[config.mk]
export PLATFORM = sky130hd
export DESIGN_NAME = penc_stream_flat
export DESIGN_NICKNAME = d
export VERILOG_FILES = /design/src/rtl/penc_pkg.sv /design/src/rtl/penc_stream_if.sv /design/src/rtl/penc_core.sv /design/src/rtl/penc_stream.sv /design/src/flat_wrapper.sv
export SDC_FILE = /design/constraint.sdc
export NUM_CORES = 1
export LEC_CHECK = 0
export CORE_MARGIN = 2
export CORE_UTILIZATION = 47
export CTS_BUF_LIST = sky130_fd_sc_hd__clkbuf_2
export DETAILED_ROUTE_END_ITERATION = 10
export PLACE_DENSITY = 0.82
export SLEW_MARGIN = 20
export SYNTH_ARGS = -nofsm -noshare
export SYNTH_HDL_FRONTEND = slang
export SYNTH_SLANG_ARGS = --single-unit
[constraint.sdc]
create_clock -name clk -period 1.9 [get_ports clk]
set_input_delay 0.38 -clock clk [delete_from_list [all_inputs] [get_ports clk]]
set_output_delay 0.38 -clock clk [all_outputs]
set_load 0.01 [all_outputs]
[src/rtl/penc_pkg.sv]
// Shared types and helpers for the penc_stream priority encoder.
package penc_pkg;

    // Widest request vector the multi-hot helper can inspect.
    localparam int unsigned MAX_WIDTH = 64;

    localparam int unsigned DEF_WIDTH = 8;
    localparam int unsigned DEF_CNT_W = 8;

    // Index width for a w-bit request vector; never narrower than one bit.
    function automatic int unsigned idx_width(input int unsigned w);
        return (w > 2) ? $clog2(w) : 1;
    endfunction

    localparam int unsigned DEF_IDX_W = idx_width(DEF_WIDTH);

    typedef logic [DEF_IDX_W-1:0] idx_t;
    typedef logic [DEF_CNT_W-1:0] cnt_t;

    // True when more than one bit of vec is set (clearing the lowest set bit leaves a residue).
    function automatic logic onehot_multi(input logic [MAX_WIDTH-1:0] vec);
        return (vec & (vec - MAX_WIDTH'(1))) != '0;
    endfunction

endpackage

[src/rtl/penc_stream_if.sv]
// Valid/ready stream bundle for penc_stream: request input, encoded result output,
// and the multi-hot error counter with its clear.
interface penc_stream_if
    import penc_pkg::*;
#(
    parameter int unsigned WIDTH = 8,
    parameter int unsigned CNT_W = 8
) ();

    localparam int unsigned IDX_W = idx_width(WIDTH);

    logic             in_valid;
    logic             in_ready;
    logic [WIDTH-1:0] in_data;
    logic             out_valid;
    logic             out_ready;
    logic [IDX_W-1:0] out_idx;
    logic             out_any;
    logic             out_multi;
    logic [CNT_W-1:0] err_cnt;
    logic             err_clr;

    // Encoder side.
    modport slave (
        input  in_valid, in_data, out_ready, err_clr,
        output in_ready, out_valid, out_idx, out_any, out_multi, err_cnt
    );

    // Producer/consumer side.
    modport master (
        output in_valid, in_data, out_ready, err_clr,
        input  in_ready, out_valid, out_idx, out_any, out_multi, err_cnt
    );

endinterface

[src/rtl/penc_core.sv]
// Combinational priority search: first set bit at or above ptr_i, wrapping past
// WIDTH-1 to 0. With ptr_i tied to 0 this is plain lowest-index priority.
module penc_core
    import penc_pkg::*;
#(
    parameter int unsigned WIDTH = 8,
    parameter int unsigned IDX_W = idx_width(WIDTH)
) (
    input  logic [WIDTH-1:0] data_i,
    input  logic [IDX_W-1:0] ptr_i,
    output logic [IDX_W-1:0] idx_o,
    output logic             any_o,
    output logic             multi_o
);

    int unsigned pos;
    logic        found;

    // Scan WIDTH positions starting at ptr_i; the first hit wins.
    always_comb begin
        idx_o   = '0;
        found   = 1'b0;
        pos     = 0;
        any_o   = |data_i;
        multi_o = onehot_multi(MAX_WIDTH'(data_i));
        for (int unsigned k = 0; k < WIDTH; k++) begin
            pos = 32'(ptr_i) + k;
            if (pos >= WIDTH) begin
                pos = pos - WIDTH;
            end
            if (!found && data_i[pos[IDX_W-1:0]]) begin
                idx_o = pos[IDX_W-1:0];
                found = 1'b1;
            end
        end
    end

endmodule

[src/rtl/penc_stream.sv]
// Registered priority encoder with valid/ready handshake and a saturating
// multi-hot error counter. Define PENC_ROUND_ROBIN_EN for rotating priority.
module penc_stream
    import penc_pkg::*;
#(
    parameter int unsigned WIDTH = 8,
    parameter int unsigned CNT_W = 8
) (
    input  logic         clk,
    input  logic         rst,
    penc_stream_if.slave bus
);

    localparam int unsigned IDX_W = idx_width(WIDTH);

    logic             in_ready;
    logic             accept;
    logic [IDX_W-1:0] ptr;
    logic [IDX_W-1:0] core_idx;
    logic             core_any;
    logic             core_multi;

    logic             out_valid_q;
    logic [IDX_W-1:0] idx_q;
    logic             any_q;
    logic             multi_q;
    logic [CNT_W-1:0] cnt_q;
    logic [CNT_W-1:0] cnt_d;

    assign in_ready = !out_valid_q || bus.out_ready;
    assign accept   = bus.in_valid && in_ready;

    penc_core #(
        .WIDTH (WIDTH),
        .IDX_W (IDX_W)
    ) u_core (
        .data_i  (bus.in_data),
        .ptr_i   (ptr),
        .idx_o   (core_idx),
        .any_o   (core_any),
        .multi_o (core_multi)
    );

`ifdef PENC_ROUND_ROBIN_EN
    logic [IDX_W-1:0] ptr_q;
    logic [IDX_W-1:0] ptr_d;

    // Advance the start position past the winner; explicit wrap keeps non-power-of-2 widths in range.
    always_comb begin
        ptr_d = ptr_q;
        if (accept && core_any) begin
            ptr_d = (core_idx == IDX_W'(WIDTH - 1)) ? '0 : core_idx + IDX_W'(1);
        end
    end

    // Rotating priority pointer.
    always_ff @(posedge clk or posedge rst) begin
        if (rst) begin
            ptr_q <= '0;
        end else begin
            ptr_q <= ptr_d;
        end
    end

    assign ptr = ptr_q;
`else
    assign ptr = '0;
`endif

    // Clear takes effect before the increment, so clear plus a multi-hot accept yields 1.
    always_comb begin
        cnt_d = bus.err_clr ? '0 : cnt_q;
        if (accept && core_multi && (cnt_d != '1)) begin
            cnt_d = cnt_d + CNT_W'(1);
        end
    end

    // Multi-hot error counter.
    always_ff @(posedge clk or posedge rst) begin
        if (rst) begin
            cnt_q <= '0;
        end else begin
            cnt_q <= cnt_d;
        end
    end

    // Output pipeline register: load on accept, drop valid once taken, fields hold otherwise.
    always_ff @(posedge clk or posedge rst) begin
        if (rst) begin
            out_valid_q <= 1'b0;
            idx_q       <= '0;
            any_q       <= 1'b0;
            multi_q     <= 1'b0;
        end else if (accept) begin
            out_valid_q <= 1'b1;
            idx_q       <= core_idx;
            any_q       <= core_any;
            multi_q     <= core_multi;
        end else if (bus.out_ready) begin
            out_valid_q <= 1'b0;
        end
    end

    assign bus.in_ready  = in_ready;
    assign bus.out_valid = out_valid_q;
    assign bus.out_idx   = idx_q;
    assign bus.out_any   = any_q;
    assign bus.out_multi = multi_q;
    assign bus.err_cnt   = cnt_q;

endmodule

[src/flat_wrapper.sv]
// flat-port wrapper written by rule: the top's interface ports become plain ports
module penc_stream_flat import penc_pkg::*;
#(
    parameter int unsigned WIDTH = 8,
    parameter int unsigned CNT_W = 8
)
  (clk, rst, bus_in_valid, bus_in_data, bus_out_ready, bus_err_clr, bus_in_ready, bus_out_valid, bus_out_idx, bus_out_any, bus_out_multi, bus_err_cnt);
  penc_stream_if #(.WIDTH(WIDTH), .CNT_W(CNT_W)) bus_i ();
  input  logic clk;
  input  logic rst;
  input wire logic [$bits(bus_i.in_valid)-1:0] bus_in_valid;
  input wire logic [$bits(bus_i.in_data)-1:0] bus_in_data;
  input wire logic [$bits(bus_i.out_ready)-1:0] bus_out_ready;
  input wire logic [$bits(bus_i.err_clr)-1:0] bus_err_clr;
  output wire logic [$bits(bus_i.in_ready)-1:0] bus_in_ready;
  output wire logic [$bits(bus_i.out_valid)-1:0] bus_out_valid;
  output wire logic [$bits(bus_i.out_idx)-1:0] bus_out_idx;
  output wire logic [$bits(bus_i.out_any)-1:0] bus_out_any;
  output wire logic [$bits(bus_i.out_multi)-1:0] bus_out_multi;
  output wire logic [$bits(bus_i.err_cnt)-1:0] bus_err_cnt;
  assign bus_i.in_valid = bus_in_valid;
  assign bus_i.in_data = bus_in_data;
  assign bus_i.out_ready = bus_out_ready;
  assign bus_i.err_clr = bus_err_clr;
  assign bus_in_ready = bus_i.in_ready;
  assign bus_out_valid = bus_i.out_valid;
  assign bus_out_idx = bus_i.out_idx;
  assign bus_out_any = bus_i.out_any;
  assign bus_out_multi = bus_i.out_multi;
  assign bus_err_cnt = bus_i.err_cnt;
  penc_stream #(.WIDTH(WIDTH), .CNT_W(CNT_W)) u_core (.clk(clk), .rst(rst), .bus(bus_i));
endmodule
Yosys cells after proc, flatten, opt, wreduce, memory -nomap -nowiden
Index checks and enable logic that the tools add are counted.

Div/mod/pow operators: 0. Shift operators: 0. Muxes and demuxes: 18. Add/subtract/negate cells: 2. Eq/ne operators: 1. $mul: 0. Reductions and logical operators: 22. Bitwise operators: 1. Order comparisons: 0.

Operator list (number): AND 8 x 64 -> 64 bit (1); nonzero test 64 bit (1); 2-to-1 mux 3 bit (6); 2-to-1 mux 8 bit (2); logical AND 1 bit (10); 2-to-1 mux 1 bit (10); subtractor 8 x 1 -> 9 bit, second input constant (1); adder 8 x 1 -> 8 bit, second input constant (1); logical NOT 1 bit (8); != test 8 bit, second input constant (1); OR reduction 8 bit (1); nonzero test 2 bit (1); logical OR 1 bit (1).

Bits in writable memories: 0. Flip-flop bits (word level): 14. Latch bits: 0. Memories kept: 0. Output and inout bits: 15. Bits in read-only memories: 0. Logic and storage cells: 49.

Logic depth before layout (Yosys ltp)
Gate-level depths: netlist of the first run.

Depth after elaboration: 22. Gate-level depth with buffers: 7. Depth with buffers taken out: 6.

Hierarchy
From an unflattened synthesis of the first run, not the netlist that was laid out.

Cells, all modules: 170. Area total of the unflattened synthesis: 1636.6 sq um.

Modules (own cells, without submodules): penc_core (cells an instance 105, instances 1, area an instance 924.6 sq um, sequential area each 0.0 sq um); penc_stream (cells an instance 65, instances 1, area an instance 711.9 sq um, sequential area each 350.3 sq um).

Worst setup path before layout of the first run
No wires, ideal clock.

Path type: input to register. From: in bus_in_data[1]. To: reg u_core.cnt_q[5] (netlist: u_core.bus.err_cnt[5]). Setup slack: 0.152 ns. Required time: 1.772 ns. Cell stages on the path: 5. Path buffers: 0. Arrival time: 1.620 ns. Path through: maj3_2 -> or3_4 -> a21oi_4 -> nor4_1 -> mux2_1.

Word-level cells in the longest chain between the ends: 6.

RTL lines: start: declaration (line flat_wrapper.sv:12) `input wire logic [$bits(bus_i.in_data)-1:0] bus_in_data;`; subtractor 8 x 1 -> 9 bit (line penc_pkg.sv:22) `return (vec & (vec - MAX_WIDTH'(1))) != '0;`; AND 8 x 64 -> 64 bit * (line penc_pkg.sv:22); nonzero test 64 bit * (line penc_pkg.sv:22); logical AND 1 bit * (2 in series) (line penc_stream.sv:73) `if (accept && core_multi && (cnt_d != '1)) begin`; 2-to-1 mux 8 bit * (line penc_stream.sv:73); net u_core.cnt_d[5] (line penc_stream.sv:28) `logic [CNT_W-1:0] cnt_d;`; end signal: assignment (line penc_stream.sv:83) `cnt_q <= cnt_d;`; end: declaration (line penc_stream.sv:27) `logic [CNT_W-1:0] cnt_q;`.

The timed path passes the listed nets; every way through them passes the cells marked *. A chain may end at the register's enable or synchronous reset.

Worst setup path after layout of the first run
From: in bus_in_data[7]. To: reg u_core.cnt_q[7] (netlist: u_core.bus.err_cnt[7]).

The elaborated chain is that of the path after synthesis.

==> flow_metrics.py, run 1 <==
metrics = {
    "status": {
        "status": "completed",
    },
    "global_route": {
        "overflow": 0,
        "grtUsageTotal": 0.230,
        "grt_pass1_vias": 879,
        "grt_max_degree": 15,
        "antenna_found_initial": 0,
        "grt_first_pass_wirelength_um": 3450,
    },
    "routing": {
        "wirelength_um": 2430,
        "dr.pass1.iters": 5,
        "wire_per_inst_um": 14.6,
        "vias": 905,
        "first_iter_violations": 24,
        "ant_nets": 0,
        "post-route-drc-count": 0,
        "via_per_inst": 5.45,
    },
    "layout": {
        "final_common_cell": "buf_4",
        "insertedDiodeCount": 0,
        "drive_gt1_frac": 0.305,
        "areaGrowthSynthToFinish_pct": 63.2,
        "fin_util": 0.815,
        "final_cell_mix": "buf_4 (22), clkdlybuf4s50_1 (19), dfrtp_1 (14)",
        "nets": 157,
        "fin_cells": 166,
    },
    "sta": {
        "tightest_slew_ns": 0.544,
        "period_needed_ns": 1.87,
        "hold_viol_final": 0,
        "timing.clock.skew_ns": 0.00835,
        "report.final.slew_viol_count": 0,
        "timing.fmax_mhz": 535,
        "setup_viol": 0,
        "setup_tns_ns": 0,
        "slew_headroom": 0.637,
        "fin_crit_sh": 0.984,
        "postLayoutSetupSlackWorst_ns": 0.0299,
    },
    "cts": {
        "cts_tree": "yes",
        "clk_pin_slew_worst_paths_ns": 0.13,
        "cts_root_buf": "clkbuf_2",
        "cts_sinks": 14,
        "clk_latency_ns": 0.26,
        "htree_levels": 1,
        "cts_made_buffers": 3,
        "clockBufferDepth": 2,
        "hold_buffers": 0,
    },
    "setup_path": {
        "cp_slowest_stage_delay_ns": 0.52,
        "cp.required_ns": 2.06,
        "crit_path_end_kind": "flop",
        "path_delay_family": "buffers and inverters",
        "start_kind": "input pin",
        "cpMaxStageDelayCell": "clkdlybuf4s50_1",
        "path_max_fanout": 8,
        "path_cells": "clkdlybuf4s50_1 -> o21ai_0 -> a31oi_2 -> a21oi_4 -> buf_12 -> nor3_2 -> mux2_1",
        "critPathArrivalTime_ns": 2.03,
        "cp_num_buf_inv": 2,
        "path_class": "input pin to flop",
    },
    "yosys": {
        "ys.flop_type": "dfrtp_1",
        "avgSynthCellArea_um2": 9.59,
        "yosys_register_bits": 14,
        "syn_inst": 89,
        "synth_edf_count": 0,
        "async_flop_share": 1.00,
        "synth.area.top_cells": "dfrtp_1 (41%), nand2_1 (4.4%), nor3_1 (4.1%)",
        "synth.net_count": 103,
        "yosysTopAreaCell": "dfrtp_1",
        "synth_area_um2": 853,
        "synth-seq-area-share": 0.411,
        "yosys_warnings": 0,
        "ys_types": 34,
        "synth_top_area_frac": 0.411,
    },
    "worst_hold_path": {
        "worstHoldPathType": "input pin to asynchronous set/reset pin",
    },
    "pwr": {
        "irDropWorstVdd_v": 0.000463,
        "p_switching_w": 0.000182,
        "p_seq_frac": 0.503,
        "p_int_w": 0.000467,
        "power_density_nw_per_um2": 466,
        "p_leak_nw": 0.620,
        "sw_frac_of_total": 0.281,
        "p_clk_frac": 0.200,
        "pwr-share-comb": 0.296,
    },
    "die": {
        "die_area_um2": 2170,
        "rows": 15,
        "num_io_pins": 28,
        "chipWidth_um": 46.6,
        "dieHeight_um": 46.6,
        "initial_core_util": 0.500,
        "core-area_um2": 1710,
    },
    "placed_design": {
        "port_buffers": 27,
        "dp.cells": 160,
        "gp_congestion": 0.874,
        "dpl_worst_slack_ns": -0.414,
        "post-dp-hpwl_um": 1640,
    },
    "run": {
        "maxCapViolCount": 0,
    },
}
final timing paths:
kind	cells after the start	end	from	slack, ns
min in group clk	2	u_core.bus.out_idx[1]	bus_in_data[0]	0.51
hold reg to reg	2	u_core.bus.out_idx[1]	u_core.bus.out_idx[1]	0.52
setup reg to reg	7	u_core.bus.err_cnt[1]	u_core.bus.err_cnt[0]	0.18
max in group asynchronous	2	u_core.bus.out_idx[1]	rst	1.07
setup / recovery	7	u_core.bus.err_cnt[7]	bus_in_data[7]	0.03
hold / removal	2	u_core.bus.err_cnt[2]	rst	0.47
per-stage QoR:
step / hold WS, ns / power [W] / cell area [µm²]
after floorplan: 0.269 / 0.000401 / 853
after global placement: 0.466 / 0.000509 / 1290
after detailed placement: 0.481 / 0.000516 / 1290
after CTS: 0.484 / 0.000643 / 1380
after global routing: 0.490 / 0.000680 / 1390
final: 0.466 / 0.000649 / 1390
power groups by stage:
stage | Sequential [W] | Clock, W | Combinational, W
after global placement | 0.000330 | 0 | 0.000179
after floorplan | 0.000338 | 0 | 0.0000623
final | 0.000327 | 0.000130 | 0.000192
after global routing | 0.000328 | 0.000147 | 0.000204
after detailed placement | 0.000332 | 0 | 0.000184
after CTS | 0.000326 | 0.000130 | 0.000188
cells by family after synthesis:
| logic type | count (synthesis) | synth area share |
|---|---|---|
| AND/OR/NAND/NOR | 47 | 0.311 |
| flip-flops | 14 | 0.411 |
| multiplexers | 5 | 0.0689 |
| AO/OA/AOI/OAI | 13 | 0.116 |
| adder cells (fa/ha/maj) | 2 | 0.0279 |
| buffers and inverters | 5 | 0.0352 |
| XOR/XNOR | 3 | 0.0308 |
layer usage:
metal | GRT usage | part of all wire
met5 | 0 | 0
met4 | 0.161 | 0.031
met2 | 0.433 | 0.54
met3 | 0.0392 | 0.050
met1 | 0.220 | 0.38
synthesized netlist by cell type, drive strengths merged, types with 2 or more instances:
cell and number:
xnor2 2, mux2 4, nand4 2, inv 3
nor2 8, and2b 2, nand2b 5, o21ai 3
a21oi 4, dfrtp 14, nor3 8, nor2b 3
a31oi 3, nand2 10, buf 2, nor4 4
what timing repair did:
action | in CTS | in global routing
endpoints found under the hold margin | 0 | 0
gates resized for setup | 14 | 4
setup endpoints to repair | 7 | 7
pin swaps | 4 | 1
setup buffers | 3 | 0
area by class of cell:
class | count | area [µm²]
Fill cell | 105 | 315
Inverter | 3 | 11.3
Clock buffer | 3 | 15.0
Multi-Input combinational cell | 70 | 517
Tap cell | 25 | 31.3
Timing Repair Buffer | 51 | 468
Sequential cell | 14 | 350
state kept, by name, indices dropped and copies added, names as in the netlist:
register	count
u_core.bus.err_cnt	8
u_core.bus.out_idx	3
u_core.bus.out_any	1
u_core.bus.out_multi	1
u_core.bus.out_valid	1
(Power assumes the default switching activity.)
==> run 2, diff against run 1 <==
--- a/config.mk
+++ b/config.mk
@@ -6,10 +6,11 @@
 export NUM_CORES = 1
 export LEC_CHECK = 0
 export CORE_MARGIN = 2
-export CORE_UTILIZATION = 47
+export CORE_UTILIZATION = 60
 export CTS_BUF_LIST = sky130_fd_sc_hd__clkbuf_2
 export DETAILED_ROUTE_END_ITERATION = 10
-export PLACE_DENSITY = 0.82
+export DONT_BUFFER_PORTS = 1
+export PLACE_DENSITY = 0.8
 export SLEW_MARGIN = 20
 export SYNTH_ARGS = -nofsm -noshare
 export SYNTH_HDL_FRONTEND = slang
==> flow_metrics.py, run 2 (synthesis results as in run 1) <==
metrics = {
    "layout": {
        "nets": 110,
        "final_cell_mix": "dfrtp_1 (14), nand2_1 (10), nor2_1 (7), nor3_1 (7), nand2b_1 (5)",
        "insertedDiodeCount": 0,
        "drive_gt1_frac": 0.189,
        "multi_input_area_um2": 482,
        "largest_reg_flops": 8,
        "n_fill_cell": 106,
        "finalInstanceArea_um2": 911,
        "ff_latch_area_um2": 350,
        "fin_cells": 110,
        "areaGrowthSynthToFinish_pct": 6.74,
        "final_common_cell": "dfrtp_1",
    },
    "pwr": {
        "p_seq_frac": 0.602,
        "p_leak_nw": 0.377,
        "irDropWorstVdd_v": 0.000622,
        "p_switching_w": 0.000154,
        "p_int_w": 0.000398,
        "sw_frac_of_total": 0.279,
        "p_clk_frac": 0.255,
        "pwr-share-comb": 0.143,
        "power_density_nw_per_um2": 606,
    },
    "routing": {
        "dr.pass1.iters": 6,
        "wirelength_um": 1690,
        "vias": 677,
        "ant_nets": 0,
        "via_per_inst": 6.15,
        "first_iter_violations": 28,
        "post-route-drc-count": 0,
        "wire_per_inst_um": 15.3,
    },
    "cts": {
        "clk_latency_ns": 0.28,
        "cts_root_buf": "clkbuf_2",
        "hold_buffers": 0,
        "cts_sinks": 14,
        "clockBufferDepth": 2,
        "htree_levels": 1,
        "cts_made_buffers": 3,
        "clk_pin_slew_worst_paths_ns": 0.14,
        "cts_tree": "yes",
    },
    "worst_hold_path": {
        "worstHoldPathType": "input pin to asynchronous set/reset pin",
    },
    "global_route": {
        "grt_max_degree": 15,
        "grtUsageTotal": 0.205,
        "antenna_found_initial": 0,
        "overflow": 0,
        "grt_first_pass_wirelength_um": 2720,
        "grt_pass1_vias": 604,
    },
    "sta": {
        "fin_hold_ws_ns": -0.00524,
        "tightest_slew_ns": 0.524,
        "hold_viol_final": 6,
        "timing.fmax_mhz": 554,
        "slew_headroom": 0.650,
        "report.final.slew_viol_count": 0,
        "rsz0062_at_grt": "false",
        "setup_viol": 0,
        "postLayoutSetupSlackWorst_ns": 0.0964,
        "fin_crit_sh": 0.949,
        "period_needed_ns": 1.80,
        "timing.clock.skew_ns": 0.0134,
        "setup_tns_ns": 0,
    },
    "die": {
        "dieHeight_um": 41.7,
        "die_area_um2": 1740,
        "num_io_pins": 28,
        "initial_core_util": 0.648,
        "rows": 13,
        "chipWidth_um": 41.7,
        "core-area_um2": 1320,
    },
    "setup_path": {
        "critPathArrivalTime_ns": 1.99,
        "path_max_fanout": 5,
        "cp-startpoint": "u_core.bus.err_cnt[1]",
        "cp.required_ns": 2.09,
        "crit_path_end_kind": "flop",
        "r2r-start": "u_core.bus.err_cnt[1]",
        "path_class": "flop to flop",
        "start_kind": "flop",
    },
    "placed_design": {
        "dpl_worst_slack_ns": 0.0835,
        "postPlaceCellArea_um2": 883,
        "port_buffers": 0,
        "dp.cells": 106,
        "post-dp-hpwl_um": 1230,
        "gp_congestion": 0.772,
    },
    "status": {
        "status": "finished, violations left",
        "violations": "hold timing",
    },
    "run": {
        "maxCapViolCount": 0,
    },
}
## run 2: layout make-up
type / count / area share
Tap cell: 15 / 0.0206
Clock buffer: 3 / 0.0165
Timing Repair Buffer: 4 / 0.0330
Inverter: 3 / 0.0124
Sequential cell: 14 / 0.385
Clock inverter: 1 / 0.00412
Multi-Input combinational cell: 70 / 0.529
## run 2: path summary, 6_finish.rpt
check | cells past startpoint | slack, ns | endpoint
worst max register to register | 6 | 0.1 | u_core.bus.err_cnt[5]
max in group asynchronous | 1 | 1.54 | u_core.bus.err_cnt[1]
worst min-delay path | 1 | -0.005 | u_core.bus.err_cnt[5]
worst max-delay path | 6 | 0.1 | u_core.bus.err_cnt[5]
worst min register to register | 2 | 0.58 | u_core.bus.out_idx[1]
min in group clk | 1 | 0.20 | u_core.bus.out_idx[1]
## run 2: timing repair
item                                   4_1_cts  5_1_grt
buffers inserted                             0        0
setup endpoints to repair                    0        1
resized for setup                            0        2
endpoints found under the hold margin        0        0
## run 2: worst max-delay path, cell delays in order, from the launching register on
cell and delay (ns):
dfrtp_1 0.44, and2b_2 0.23, ha_1 0.24, nand3_1 0.11
nor2_2 0.07, nor4_2 0.29, mux2_1 0.34
## run 2: routing by layer
layer	track usage	routed length [µm]
met1	0.282	748
met2	0.300	797
met3	0.0913	106
met4	0.0387	34
met5	0	0
## run 2: stage by stage
step / util / hold slack [ns] / power, W
after floorplan: - / 0.269 / 0.000401
after global placement: 0.670 / 0.331 / 0.000414
after detailed placement: 0.670 / 0.337 / 0.000417
after CTS: 0.685 / 0.0217 / 0.000551
after global routing: 0.691 / 0.0398 / 0.000580
final: 0.691 / -0.00524 / 0.000552
## run 2: power by group through the flow
stage	clock [W]	combinational (W)	sequential, W
floorplan	0	0.0000623	0.000338
global placement	0	0.0000767	0.000337
detailed placement	0	0.0000789	0.000338
CTS	0.000140	0.0000793	0.000332
global route	0.000157	0.0000889	0.000334
finish	0.000141	0.0000790	0.000332
==> patch: new RTL, config.mk and constraints of run 2 <==
`WIDTH` is set to 8 in 4 places; all go to 9.
--- a/src/rtl/penc_stream_if.sv
+++ b/src/rtl/penc_stream_if.sv
@@ -3,7 +3,7 @@
 interface penc_stream_if
     import penc_pkg::*;
 #(
-    parameter int unsigned WIDTH = 8,
+    parameter int unsigned WIDTH = 9,
     parameter int unsigned CNT_W = 8
 ) ();
 
--- a/src/rtl/penc_core.sv
+++ b/src/rtl/penc_core.sv
@@ -3,7 +3,7 @@
 module penc_core
     import penc_pkg::*;
 #(
-    parameter int unsigned WIDTH = 8,
+    parameter int unsigned WIDTH = 9,
     parameter int unsigned IDX_W = idx_width(WIDTH)
 ) (
     input  logic [WIDTH-1:0] data_i,
--- a/src/rtl/penc_stream.sv
+++ b/src/rtl/penc_stream.sv
@@ -3,7 +3,7 @@
 module penc_stream
     import penc_pkg::*;
 #(
-    parameter int unsigned WIDTH = 8,
+    parameter int unsigned WIDTH = 9,
     parameter int unsigned CNT_W = 8
 ) (
     input  logic         clk,
--- a/src/flat_wrapper.sv
+++ b/src/flat_wrapper.sv
@@ -1,7 +1,7 @@
 // flat-port wrapper written by rule: the top's interface ports become plain ports
 module penc_stream_flat import penc_pkg::*;
 #(
-    parameter int unsigned WIDTH = 8,
+    parameter int unsigned WIDTH = 9,
     parameter int unsigned CNT_W = 8
 )
   (clk, rst, bus_in_valid, bus_in_data, bus_out_ready, bus_err_clr, bus_in_ready, bus_out_valid, bus_out_idx, bus_out_any, bus_out_multi, bus_err_cnt);
Interface: changed (resized bus_in_data and bus_out_idx); port bits go from 28 to 30. The function was not compared with the original's and may differ.
==> patch against run 2 <==
Synthesized area is 8.7% higher; wire length up 22%; power is 11% higher; setup slack got worse by 49 ps; utilization grew 4.2 points; sequential cell count grew 1; cell area increased by 18%.
==> patch: results <==
{
  "outcome": "finished, final reports clean",
  "final_nets": 133,
  "grt_max_degree": 16,
  "syn-num-nets": 118,
  "root_buffer": "clkbuf_2",
  "slew_headroom_pct": 62.3,
  "cts.repair.resized": 0,
  "dp_hpwl_um": 1630,
  "vias": 837,
  "antenna_found_initial": 0,
  "drive_gt1_share_pct": 26.5,
  "nFillCells": 127,
  "cts_buffers": 3,
  "ir_worst_vdd_uv": 361,
  "hold_path.class": "in2async",
  "drtIter0Drc": 37,
  "gp_congestion": 0.905,
  "switching_share_pct": 28.5,
  "routed_wl_um": 2070,
  "ys_warn_count": 0,
  "drt-pass1-iter-count": 4,
  "yosys-top-cells-area": "dfrtp_1, mux2_2, nor2_1, nor2b_1, nand2_1",
  "htree_levels": 1,
  "worstPathArrival_ps": 2050,
  "hold_violations": 0,
  "largest_reg_flops": 8,
  "synth.distinct_cells": 33,
  "slowest_delay_ps": 470,
  "post_cts_buffers": 0,
  "leakagePower_uw": 0.000466,
  "grt_pass1_vias": 850,
  "fin_skew_ps": 7.39,
  "synthTopCellsByCount": "dfrtp_1, nor2_1, nand2_1",
  "clock_latency_ps": 290,
  "grt_use_total_pct": 25.9,
  "async_flop_share_pct": 100,
  "cp_slowest_cell": "or4b_4",
  "cts_buffer_depth": 2,
  "numPortBuffers": 0,
  "grt_first_pass_wirelength_um": 3570,
  "r2r_cells": 6,
  "ys_seq_area_share_pct": 40.5,
  "diodes": 0,
  "crit_fanout": 4,
  "path_clk_slew_ps": 150
}
patch: per-layer routing:
metal,wire (µm),GRT usage [%],up-vias
met3,151,5.53,7
li1,-,-,394
met4,68,14.5,0
met2,979,42.1,38
met5,0,0,-
met1,866,31.6,398
patch: path summary, 6_finish.rpt:
| check | to | startpoint | slack [ps] |
|---|---|---|---|
| min in group clk | u_core.bus.out_idx[1] | bus_in_data[1] | 180 |
| setup / recovery | u_core.bus.err_cnt[7] | u_core.bus.err_cnt[1] | 50 |
| setup reg to reg | u_core.bus.err_cnt[7] | u_core.bus.err_cnt[1] | 50 |
| max in group asynchronous | u_core.bus.out_any | rst | 1530 |
| hold reg to reg | u_core.bus.out_idx[2] | u_core.bus.out_idx[2] | 560 |
| hold / removal | u_core.bus.err_cnt[2] | rst | 0.8 |
patch: power groups by stage:
stage / registers (µW) / clock network (µW) / logic (µW)
floorplan: 357 / 0 / 71.2
global placement: 352 / 0 / 101
detailed placement: 354 / 0 / 103
CTS: 347 / 165 / 104
global route: 349 / 173 / 115
finish: 347 / 160 / 104
patch: logic make-up (layout without fill, tap and decap cells):
logic type | Yosys count | after routing | share of synthesized area, %
AO/OA/AOI/OAI | 19 | 19 | 14.4
multiplexers | 6 | 6 | 7.29
flip-flops | 15 | 15 | 40.5
XOR/XNOR | 2 | 2 | 1.89
adder cells (fa/ha/maj) | 2 | 2 | 2.43
buffers and inverters | 5 | 19 | 2.02
AND/OR/NAND/NOR | 54 | 54 | 31.4
patch: cell type report:
cell class	instances	share of cell area, %
Tap cell	16	1.86
Timing Repair Buffer	12	8.35
Inverter	3	1.04
Sequential cell	15	34.8
Multi-Input combinational cell	83	52.1
Clock buffer	4	1.86
patch: stage by stage:
step	cell area, µm²	cells	util [%]	total power (µW)	setup WS [ps]
after global placement	1060	129	71.9	453	14.3
after detailed placement	1060	129	71.9	457	-42.0
after global routing	1080	133	73.3	637	16.1
final	1080	133	73.3	611	47.8
after CTS	1080	133	73.3	616	57.2
after floorplan	966	103	-	428	-3.22
patch: critical path, delay by kind of cell, from the launching register on:
family,cells,cell delay (ps)
AOI/OAI and AO/OA,1,150
and+or+nand+nor,3,700
DFF,1,410
adders and majority gates,1,200
muxes,1,300
